**src/rtl/uart_rx_dma_ctrl.sv**
```systemverilog
// UART receive DMA channel: buffers received bytes in a small FIFO and
// writes them one byte per grant into blockram, sharing the write port with the CPU.
//
// Ports:
//   clk, reset_n            clock, async active-low reset
//   cfg_write/addr/wdata    CPU register write (0 DST, 1 LEN, 2 CTRL, 3 COUNT)
//   cfg_rdata               combinational register read
//   rx_valid, rx_data       received byte strobe and data
//   cpu_mem_req, cpu_stall  CPU port request / hold while DMA owns the port
//   ram_we/be/addr/wdata    DMA blockram write port
//   irq_done                one-cycle transfer-complete pulse
module uart_rx_dma_ctrl #(
   parameter int FIFO_DEPTH = 4,
   parameter int STARVE_MAX = 8
) (
   input  logic        clk,
   input  logic        reset_n,
   input  logic        cfg_write,
   input  logic [1:0]  cfg_addr,
   input  logic [31:0] cfg_wdata,
   output logic [31:0] cfg_rdata,
   input  logic        rx_valid,
   input  logic [7:0]  rx_data,
   input  logic        cpu_mem_req,
   output logic        cpu_stall,
   output logic        ram_we,
   output logic [3:0]  ram_be,
   output logic [31:0] ram_addr,
   output logic [31:0] ram_wdata,
   output logic        irq_done
);
   localparam int AW = $clog2(FIFO_DEPTH);
   localparam logic [7:0] SMAX = 8'(STARVE_MAX);

   typedef enum logic {IDLE, RUN} state_t;

   state_t      state;
   logic [31:0] dst;
   logic [31:0] ptr;
   logic [15:0] len;
   logic [15:0] rem;
   logic [15:0] count;
   logic        done;
   logic        ovf;
   logic        irq_q;
   logic [7:0]  starve_cnt;
   logic [7:0]  mem [FIFO_DEPTH];
   // extra MSB distinguishes full from empty
   logic [AW:0] wr_ptr;
   logic [AW:0] rd_ptr;

   logic ctrl_wr;
   logic start;
   logic abort;
   logic empty;
   logic full;
   logic want;
   logic grant;
   logic push;

   always_comb begin
      ctrl_wr = cfg_write && (cfg_addr == 2'd2);
      start   = ctrl_wr && cfg_wdata[0] && (state == IDLE);
      abort   = ctrl_wr && !cfg_wdata[0] && (state == RUN);
      empty   = (wr_ptr == rd_ptr);
      full    = (wr_ptr[AW-1:0] == rd_ptr[AW-1:0])
             && (wr_ptr[AW] != rd_ptr[AW]);
      want    = (state == RUN) && !empty;
      // an abort in the same cycle suppresses the write
      grant   = want && !abort
             && (!cpu_mem_req || (starve_cnt == SMAX));
      push    = (state == RUN) && rx_valid && !full;
   end

   always_ff @(posedge clk or negedge reset_n) begin
      if (!reset_n) begin
         state      <= IDLE;
         dst        <= '0;
         len        <= '0;
         ptr        <= '0;
         rem        <= '0;
         count      <= '0;
         done       <= 1'b0;
         ovf        <= 1'b0;
         irq_q      <= 1'b0;
         starve_cnt <= '0;
         wr_ptr     <= '0;
         rd_ptr     <= '0;
         for (int i = 0; i < FIFO_DEPTH; i++) mem[i] <= '0;
      end else begin
         irq_q <= 1'b0;

         if (cfg_write && (cfg_addr == 2'd0)) dst <= cfg_wdata;
         if (cfg_write && (cfg_addr == 2'd1)) len <= cfg_wdata[15:0];
         if (ctrl_wr && cfg_wdata[1]) done <= 1'b0;
         if (ctrl_wr && cfg_wdata[2]) ovf  <= 1'b0;

         if (start) begin
            state  <= RUN;
            ptr    <= dst;
            rem    <= len;
            count  <= '0;
            wr_ptr <= '0;
            rd_ptr <= '0;
         end else if (abort) begin
            state  <= IDLE;
            wr_ptr <= '0;
            rd_ptr <= '0;
         end else if (state == RUN) begin
            if (push) begin
               mem[wr_ptr[AW-1:0]] <= rx_data;
               wr_ptr <= wr_ptr + 1'b1;
            end
            // set after the W1C above so a same-cycle set wins
            if (rx_valid && full) ovf <= 1'b1;
            if (grant) begin
               rd_ptr <= rd_ptr + 1'b1;
               ptr    <= ptr + 32'd1;
               rem    <= rem - 16'd1;
               count  <= count + 16'd1;
               if (rem == 16'd1) begin
                  state <= IDLE;
                  done  <= 1'b1;
                  irq_q <= 1'b1;
               end
            end else if (rem == 16'd0) begin
               state <= IDLE;
               done  <= 1'b1;
               irq_q <= 1'b1;
            end
         end

         if (!want || grant) starve_cnt <= '0;
         else if (starve_cnt != 8'hFF) starve_cnt <= starve_cnt + 8'd1;
      end
   end

   always_comb begin
      ram_we    = grant;
      cpu_stall = grant && cpu_mem_req;
      ram_addr  = ptr;
      ram_be    = 4'b0001 << ptr[1:0];
      ram_wdata = {4{mem[rd_ptr[AW-1:0]]}};
      irq_done  = irq_q;
   end

   always_comb begin
      unique case (cfg_addr)
         2'd0:    cfg_rdata = dst;
         2'd1:    cfg_rdata = {16'd0, len};
         2'd2:    cfg_rdata = {29'd0, ovf, done, state == RUN};
         default: cfg_rdata = {16'd0, count};
      endcase
   end
endmodule
```
**config.mk**
```make
export PLATFORM = sky130hd
export DESIGN_NAME = uart_rx_dma_ctrl
export DESIGN_NICKNAME = d
export VERILOG_FILES = /design/src/rtl/uart_rx_dma_ctrl.sv
export SDC_FILE = /design/constraint.sdc
export NUM_CORES = 1
export LEC_CHECK = 0
export BUFFER_PORTS_ARGS = -buffer_cell sky130_fd_sc_hd__buf_2
export CAP_MARGIN = 40
export CORE_AREA = 5 5 161 163
export CTS_BUF_LIST = sky130_fd_sc_hd__clkbuf_4 sky130_fd_sc_hd__clkbuf_8
export DETAILED_ROUTE_END_ITERATION = 12
export DIE_AREA = 0 0 166 168
export PLACE_DENSITY = 0.54
export SLEW_MARGIN = 0
export SYNTH_ARGS = -nofsm -noshare
export SYNTH_HDL_FRONTEND = slang
export SYNTH_SLANG_ARGS = --single-unit
```
**constraint.sdc**
```tcl
create_clock -name clk -period 6.15 [get_ports clk]
set_input_delay 0.9225 -clock clk [delete_from_list [all_inputs] [get_ports clk]]
set_output_delay 0.9225 -clock clk [all_outputs]
set_load 0.02 [all_outputs]
```
==> results.md, run 1 <==
- NetSw: between 1.5 and 2 mW
- Initial antenna violation count: 0
- DR WL/cell: ~19 µm
- Post-CTS Setup Repair Bufs: 0
- Initial Utilization: about 36%
- DRT iter0 DRCs: between 500 and 600
- Internal: between 2 and 3 mW
- Sequential fraction of the synthesis area: a little under half
- Post-synth top area share: between 40% and 50%
- First-pass iteration count of the detailed router: 5
- P_leak: ~4.4 nW
- Num CTS Buffers: 17
- RSZ-0062 raised after global routing: false
- Crit share post-route: 68.1%
- Share of layout cells above drive strength 1: 33.3%
- Wire length of the first global-routing pass: between 30000 and 40000 µm
- Flops & latches, synth: around 160
- PwrDens: between 400 and 500 nW/µm²
- GR Util met1: 24.4%
- Post-Synth XOR/XNOR Area: ~3%
- Clk slew on worst S/H paths: 90 ps
- Layout net count: between 1000 and 1500
- Total negative slack: 0 ps
- Synth top area cells: dfrtp_1, mux2_2, nand2_1, mux4_2, xnor2_1
- CP Launch Type: primary input
- DRT Wirelength: 24200 µm
- CP Class: in -> out
- Status: finished clean
- GP Congestion: ~0.80
- Hold Buf Count CTS: 0
- Crit path DAT: approximately 3300 ps
- GR Overflow Total: 0
- FF+latch area: about 4100 µm²
- CTS Root Cell: clkbuf_8
- Largest net degree at the start of global routing: 84
- Post-DP HPWL: 16900 µm
- Vias in the first global route: roughly 7000
- Top cells by count, synth: dfrtp_1, mux2_2, nand2_1
- Post-Syn Instances: 832
- Largest family of logic cells by synthesized area: simple AND/OR/NAND/NOR gates
- Post-synth EDFFs: 0
- # DRC: 0
- Worst-margin pin slew: 810 ps
- Grt peak-use layer: met2
- Synth unique cells: 64
- GRT Overall Usage: between 10% and 20%
- Sw Ratio: a little over two fifths
- Final count of hold timing violations: 0
- Hold crit path type: in -> async
- Die Ht: about 170 µm
- Syn nets: just under 900
- PostCTS Resize Cnt: 0
- Design area: between 10000 and 15000 µm²
- Cell Rows: 57
- Worst setup startpoint: cfg_addr[1]
- Post-synth design cell area: approximately 8800 µm²
- Die Wd: about 170 µm
- Ant. Diodes: 0
- H-tree Lvls: 4
- Pins Over Slew Limit: 0
- Reg-to-Reg Start: rd_ptr[0]
- Die area: 27900 µm²
- Slew headroom: between 40% and 50%
- Post-synthesis mux area share: around 15%
- Logic pwr share: 42.4%
- Max Cap Viol: 0
- # fillers: ~2400
- Routed Antenna Nets: 0
- Crit path max fanout: 22
- Clock power frac: 18.3%
- P&R area growth vs syn: 15.7%
- Met2 GRT Util: 27.5%
- Clock Skews: just over 10 ps
- Skew-Pair Late Insertion Delay: 450 ps
- Maximum VDD drop: between 0.3 and 0.4 mV
- Flop pwr share: between 30% and 40%
- Vias: ~6800
- Port bufs: between 100 and 150
- Fmax: around 240 MHz
- Main synth FF type: dfrtp_1
- Synth area leader: dfrtp_1
- CTS tree: built
- Adder-cell area share of the yosys netlist: around 2.1%
- I/O Pins: 150
- Tmin final: roughly 4200 ps
- Post-synthesis simple-gate area fraction: 16.4%
- Final setup vio count: 0
- Synth warnings: 0
- CTS max path bufs: 2
- Avg Synthesized Cell Area: roughly 11 µm²
- Area post-placement: a little under 10000 µm²
- Multi-input logic area: 4320 µm²
- Top-count cell post-synth: dfrtp_1
- Core footprint: about 24000 µm²
- Worst Path Required: 5230 ps
- Post-synthesis compound-gate area fraction: 12.1%
- GRT met3 Usage: 3.89%
- Clock sink total: about 160
- CP Capture Type: output port
- Via density: 5.35
- FFs w/ async S/R, synth: between 90% and 100%
-- worst max-delay path, cell delays in order --
cell	delay (ps)
buf_2	430
nor4bb_4	480
a311o_1	180
buf_4	280
or2_2	330
inv_2	250
and2_1	230
buf_2	150
-- layout make-up --
class                      count  area share [%]
sequential                   162            39.9
inverter                      15           0.554
clock buffer                  19            2.57
clock inverter                13            1.57
multi-input combinational    581            42.4
tap                          324            3.99
timing repair buffer         163            9.02
-- layer usage --
metal | share of wire [%] | vias up
li1 | - | 3249
met1 | 47 | 3394
met2 | 46 | 177
met3 | 5.7 | 16
met4 | 1.1 | 0
met5 | 0 | -
-- path summary, 6_finish.rpt --
kind,to,slack (ps),depth (start not counted)
setup / recovery,cpu_stall,1960,8
hold / removal,dst[4],270,1
setup reg to reg,starve_cnt[6],3170,7
hold reg to reg,rem[10],500,1
max in group asynchronous,dst[14],5040,3
min in group clk,rem[10],500,1
-- cells in the final DEF, fill, tap and decap left out, types with 4 or more instances in the layout --
cell type / count
a211oi_1: 7
a21oi_1: 27
a22o_1: 15
a2bb2oi_1: 5
a311oi_1: 4
a31oi_1: 16
and2_1: 20
and3_1: 7
and4_1: 4
buf_2: 148
buf_4: 10
clkbuf_8: 19
clkinvlp_4: 5
dfrtp_1: 162
ha_1: 15
inv_1: 14
mux2_2: 93
mux2i_1: 5
mux4_2: 11
nand2_1: 74
nand3_1: 27
nand4_1: 9
nor2_1: 43
nor3_1: 20
nor4_1: 14
nor4b_1: 4
o21a_1: 4
o21ai_0: 29
o22ai_1: 5
o31ai_1: 23
or3_1: 11
or4_1: 13
xnor2_1: 28
-- cells by family (layout without fill, tap and decap cells) --
group | after synthesis | in the layout
DFF | 162 | 162
xor gates and xnor gates | 31 | 31
muxes | 109 | 109
and+or+nand+nor | 270 | 270
adders and majority gates | 15 | 15
buffers and inverters | 89 | 210
AOI/OAI and AO/OA | 156 | 156
-- power by group through the flow --
stage	clock network [mW]	registers [mW]	logic [mW]
floorplan	0	1.79	1.51
global placement	0	1.83	1.94
detailed placement	0	1.83	1.96
CTS	0.863	1.81	1.97
global route	0.899	1.87	2.13
finish	0.839	1.81	1.95
-- per-stage QoR --
stage	setup WS (ps)	util [%]	hold WS [ps]	power, mW	cells
after floorplan	2800	-	442	3.30	832
after global placement	2010	40.0	483	3.77	1241
after detailed placement	1950	40.3	479	3.79	1245
after CTS	1960	42.1	244	4.64	1277
after global routing	1760	42.1	246	4.90	1277
final	1960	42.1	273	4.59	1277
-- sequential cells by signal (all words and copies together) (netlist names), 3 cells and up --
name / count
starve_cnt: 8
ram_addr: 32
dst: 32
len: 16
count: 16
rd_ptr: 3
rem: 16
wr_ptr: 3
mem: 32
No activity file was read; power rests on OpenSTA's default activity.
==> run 2, diff against run 1 <==
==> constraint.sdc (replaced) <==
create_clock -name clk -period 3.9 [get_ports clk]
set_input_delay 0.585 -clock clk [delete_from_list [all_inputs] [get_ports clk]]
set_output_delay 0.585 -clock clk [all_outputs]
set_load 0.02 [all_outputs]
==> run 2 against run 1 <==
Compared with the run above: via count grew 3.0%; sequential power grew 55%; global-route usage grew 0.093 points; critical endpoint unchanged; setup slack lost 1600 ps; die area unchanged; critical path type is now reg -> out.
==> results.md, run 2 (synthesized netlist as in run 1, its figures left out) <==
- CTS Root Cell: clkbuf_8
- Crit path largest cell delay: about 500 ps
- Reg-to-Reg End: starve_cnt[6]
- Design area: between 10000 and 15000 µm²
- CP Class: reg -> out
- P&R area growth vs syn: 15.4%
- Hold crit path type: in -> async
- Critical Path Sink: cpu_stall
- Vias: 7041
- GR Overflow Total: 0
- Post-route setup slack: just under 400 ps
- Clock sink total: about 160
- Max Cap Viol: 0
- Register-to-Register Path Depth: 8
- Layout net count: between 1000 and 1500
- I/O Pins: 150
- Most frequent cells in the layout: dfrtp_1, buf_2, mux2_2
- Clock Skews: 20.4 ps
- Hold Buf Count CTS: 0
- Worst Path Required: 3310 ps
- DR WL/cell: ~19 µm
- P_leak: roughly 4.4 nW
- Final count of hold timing violations: 0
- Worst-margin pin slew: about 800 ps
- Die area: 27900 µm²
- Fmax: roughly 290 MHz
- DRT Wirelength: ~24000 µm
- CP Capture Type: output port
- # DRC: 0
- Port bufs: around 150
- # fillers: around 2400
- CTS max path bufs: 2
- Crit share post-route: 89.8%
- Post-DP HPWL: between 15000 and 20000 µm
- Crit path max fanout: 16
- Worst R2R Setup Slack: 1000 ps
- Pre-CTS WS: between 600 and 700 ps
- Area post-placement: ~10000 µm²
- Routed Antenna Nets: 0
- Tmin final: approximately 3500 ps
- Status: finished clean
- Slew headroom: a little under half
- Crit-path slowest cell: or2_2
- CTS tree: built
- Maximum VDD drop: 0.480 mV
- Skew-Pair Late Insertion Delay: between 400 and 500 ps
- Ant. Diodes: 0
- Clk slew on worst S/H paths: roughly 100 ps
- Via density: approximately 5.5
- Total Power: slightly above 7 mW
- Vias in the first global route: 6907
- Crit path DAT: between 2000 and 3000 ps
- DRT iter0 DRCs: approximately 460
- RSZ-0062 raised after global routing: false
- CP Launch Type: flip-flop
- Die Wd: about 170 µm
- Cell Rows: 57
- Share of layout cells above drive strength 1: roughly 34%
- GRT Overall Usage: between 15 and 20%
- PostCTS Resize Cnt: 0
- Initial antenna violation count: 0
- Num CTS Buffers: 17
- First-pass iteration count of the detailed router: 5
- Wire length of the first global-routing pass: about 40000 µm
- Total negative slack: 0 ps
- Pins Over Slew Limit: 0
- Crit path cell chain: inv_1 > ha_1 > nor4bb_1 > a21boi_2 > or2_2 > inv_2 > and2_1 > buf_2
- Leading cell type in the layout, fill and taps excluded: dfrtp_1
- Initial Utilization: 36.4%
- PwrDens: between 700 and 800 nW/µm²
- Die Ht: between 150 and 200 µm
- Post-CTS Setup Repair Bufs: 0
- H-tree Lvls: 4
- Final setup vio count: 0
- Reg-to-Reg Start: starve_cnt[0]
- Core footprint: approximately 24000 µm²
- GP Congestion: ~0.77
- Largest net degree at the start of global routing: 79
- Worst setup startpoint: starve_cnt[0]
==> run 2: changes by cell type in the layout (fill, tap and decap cells not counted), sizes merged <==
cell	change
clkbuf	+1
bufinv	-2
clkinvlp	-3
inv	+4
buf	+5
==> run 2: cell type report <==
cell class	instances	area, µm²	area share [%]
multi-input combinational	581	4320	42.6
sequential	162	4050	40.0
timing repair buffer	168	922	9.09
tap	324	405	4.00
clock buffer	20	269	2.65
clock inverter	12	123	1.21
inverter	15	56.3	0.555
==> run 2: worst min-delay path by stage <==
| stage | endpoint | slack [ps] | cells past startpoint |
|---|---|---|---|
| global route | starve_cnt[4] | 170 | 1 |
| finish | starve_cnt[2] | 130 | 1 |
| CTS | starve_cnt[2] | 160 | 1 |
| detailed placement | rem[10] | 490 | 1 |
| floorplan | count[0] | 290 | 0 |
| global placement | mem[18] | 480 | 1 |
==> run 2: power breakdown <==
| group | total (mW) | internal [mW] | switching [mW] | leakage (nW) |
|---|---|---|---|---|
| combinational | 3.15 | 1.26 | 1.89 | 2.17 |
| clock | 1.24 | 0.560 | 0.685 | 0.196 |
| sequential | 2.81 | 2.23 | 0.583 | 2.00 |
==> run 2: through the flow <==
stage          hold WS, ps  cells  utilization, %
3_5_place_dp           487   1250            40.4
3_3_place_gp           483   1248            40.2
4_1_cts                160   1282            42.0
5_1_grt                168   1282            42.0
6_report               126   1282            42.0
2_1_floorplan          289    832               -
==> run 2: routing by layer <==
layer | track usage, % | wire length (µm)
met5 | 0 | 0
met4 | 3.34 | 249
met3 | 4.08 | 1480
met2 | 27.8 | 11400
met1 | 24.4 | 11400
==> run 2: critical path: cells and delay by family (launching register included) <==
family	cells	cell delay (ps)
simple gates	3	990
buf+inv	3	640
flops	1	420
compound gates	1	260
fa+ha+maj	1	140
==> run 3, diff against run 2 <==
--- a/config.mk
+++ b/config.mk
@@ -9,6 +9,7 @@
 export CAP_MARGIN = 40
 export CORE_AREA = 5 5 161 163
 export CTS_BUF_LIST = sky130_fd_sc_hd__clkbuf_4 sky130_fd_sc_hd__clkbuf_8
+export CTS_CLUSTER_SIZE = 8
 export DETAILED_ROUTE_END_ITERATION = 12
 export DIE_AREA = 0 0 166 168
 export PLACE_DENSITY = 0.54
==> constraint.sdc (replaced) <==
create_clock -name clk -period 3.9 [get_ports clk]
set_input_delay 0.585 -clock clk [delete_from_list [all_inputs] [get_ports clk]]
set_output_delay 0.585 -clock clk [all_outputs]
set_load 0.01 [all_outputs]
==> run 3 against run 2 <==
Compared with the run above: first-iteration DRC count increased by 13%; critical path depth decreased by 2; cell area about the same; clock skew decreased by 4.5 ps.
==> results.md, run 3 (synthesized netlist as in run 1, its figures left out) <==
- Register-to-Register Path Depth: 8
- Num CTS Buffers: 17
- Crit share post-route: roughly 91%
- CP Class: reg -> out
- Hold WS: 83.8 ps
- Final count of hold timing violations: 0
- Final setup vio count: 0
- Pins Over Slew Limit: 0
- Total Power: 6.77 mW
- GR Overflow Total: 0
- Most frequent cells in the layout: dfrtp_1, buf_2, mux2_2
- Post-layout util: about two fifths
- DR WL/cell: ~19 µm
- Clk slew on worst S/H paths: between 100 and 150 ps
- Leading cell type in the layout, fill and taps excluded: dfrtp_1
- Worst R2R Setup Slack: approximately 1100 ps
- Crit path DAT: just under 3000 ps
- Clock sink total: around 160
- Largest net degree at the start of global routing: 75
- Wire length of the first global-routing pass: 39700 µm
- Initial Utilization: a little over a third
- CTS tree: built
- Worst Path Required: between 3000 and 4000 ps
- Maximum VDD drop: 0.306 mV
- Routed Antenna Nets: 0
- Fmax: around 280 MHz
- Skew-Pair Late Insertion Delay: roughly 470 ps
- # DRC: 0
- DRT iter0 DRCs: 525
- Vias in the first global route: between 6000 and 7000
- Worst-margin pin slew: ~800 ps
- Ant. Diodes: 0
- Post-CTS Setup Repair Bufs: 0
- Vias: 6985
- P_leak: 4.36 nW
- Share of layout cells above drive strength 1: 33.5%
- Total negative slack: 0 ps
- Tmin final: ~3500 ps
- H-tree Lvls: 4
- Reg-to-Reg End: starve_cnt[4]
- Hold Buf Count CTS: 0
- DRT Wirelength: 24400 µm
- CP Launch Type: flip-flop
- Die Ht: 168 µm
- Port bufs: ~150
- Via density: about 5.5
- First-pass iteration count of the detailed router: 5
- Slew headroom: between 40 and 50%
- P&R area growth vs syn: 15.4%
- RSZ-0062 raised after global routing: false
- Cell Rows: 57
- Hold crit path type: in -> async
- Status: finished clean
- Reg-to-Reg Start: starve_cnt[0]
- CP Capture Type: output port
- PostCTS Resize Cnt: 0
- Core footprint: between 20000 and 25000 µm²
- I/O Pins: 150
- Post-DP HPWL: approximately 17000 µm
- GP Congestion: 0.772
- Max Cap Viol: 0
- CTS Root Cell: clkbuf_8
- Crit path max fanout: 16
- Clock Skews: 15.9 ps
- PwrDens: ~670 nW/µm²
- Die Wd: around 170 µm
- Die area: around 28000 µm²
- GRT Overall Usage: 17.5%
- Layout net count: slightly above 1000
- Initial antenna violation count: 0
- CTS max path bufs: 2
[run 3: power breakdown]
group | leakage, nW | internal, mW | total, mW | switching, mW
clock network | 0.199 | 0.486 | 1.26 | 0.771
registers | 2.00 | 2.23 | 2.83 | 0.600
logic | 2.17 | 1.25 | 2.69 | 1.44
[run 3: layer usage]
metal	up-vias	global-route usage [%]	part of all wire (%)
met2	198	28.0	46
met5	-	0	0
met3	20	3.42	5.2
li1	3272	-	-
met1	3495	24.9	47
met4	0	3.98	1.3
[run 3: layout make-up]
class	instances	area, µm²
fill	2401	14000
clock inverter	15	158
tap	324	405
inverter	15	56.3
sequential	162	4050
multi-input combinational	581	4320
timing repair buffer	167	915
clock buffer	17	234
[run 3: worst max-delay path: stages, from the launching register on]
cell,delay [ps]
dfrtp_1,800
xnor2_1,230
a311o_1,380
or2_2,420
inv_2,360
and2_1,180
buf_2,130
[run 3: worst max-delay path by stage]
stage,startpoint,cells past startpoint,end
floorplan,cfg_wdata[0],7,cpu_stall
global placement,cfg_addr[0],7,cpu_stall
detailed placement,cfg_addr[0],7,cpu_stall
CTS,rd_ptr[0],6,cpu_stall
global route,rd_ptr[0],6,cpu_stall
finish,rd_ptr[0],6,cpu_stall
[run 3: metrics by stage]
step                area (µm²)  setup WS (ps)  cells
detailed placement        9750            672   1249
global route             10100           96.9   1281
finish                   10100            359   1281
floorplan                 8790           1330    832
global placement          9710            710   1247
CTS                      10100            301   1281
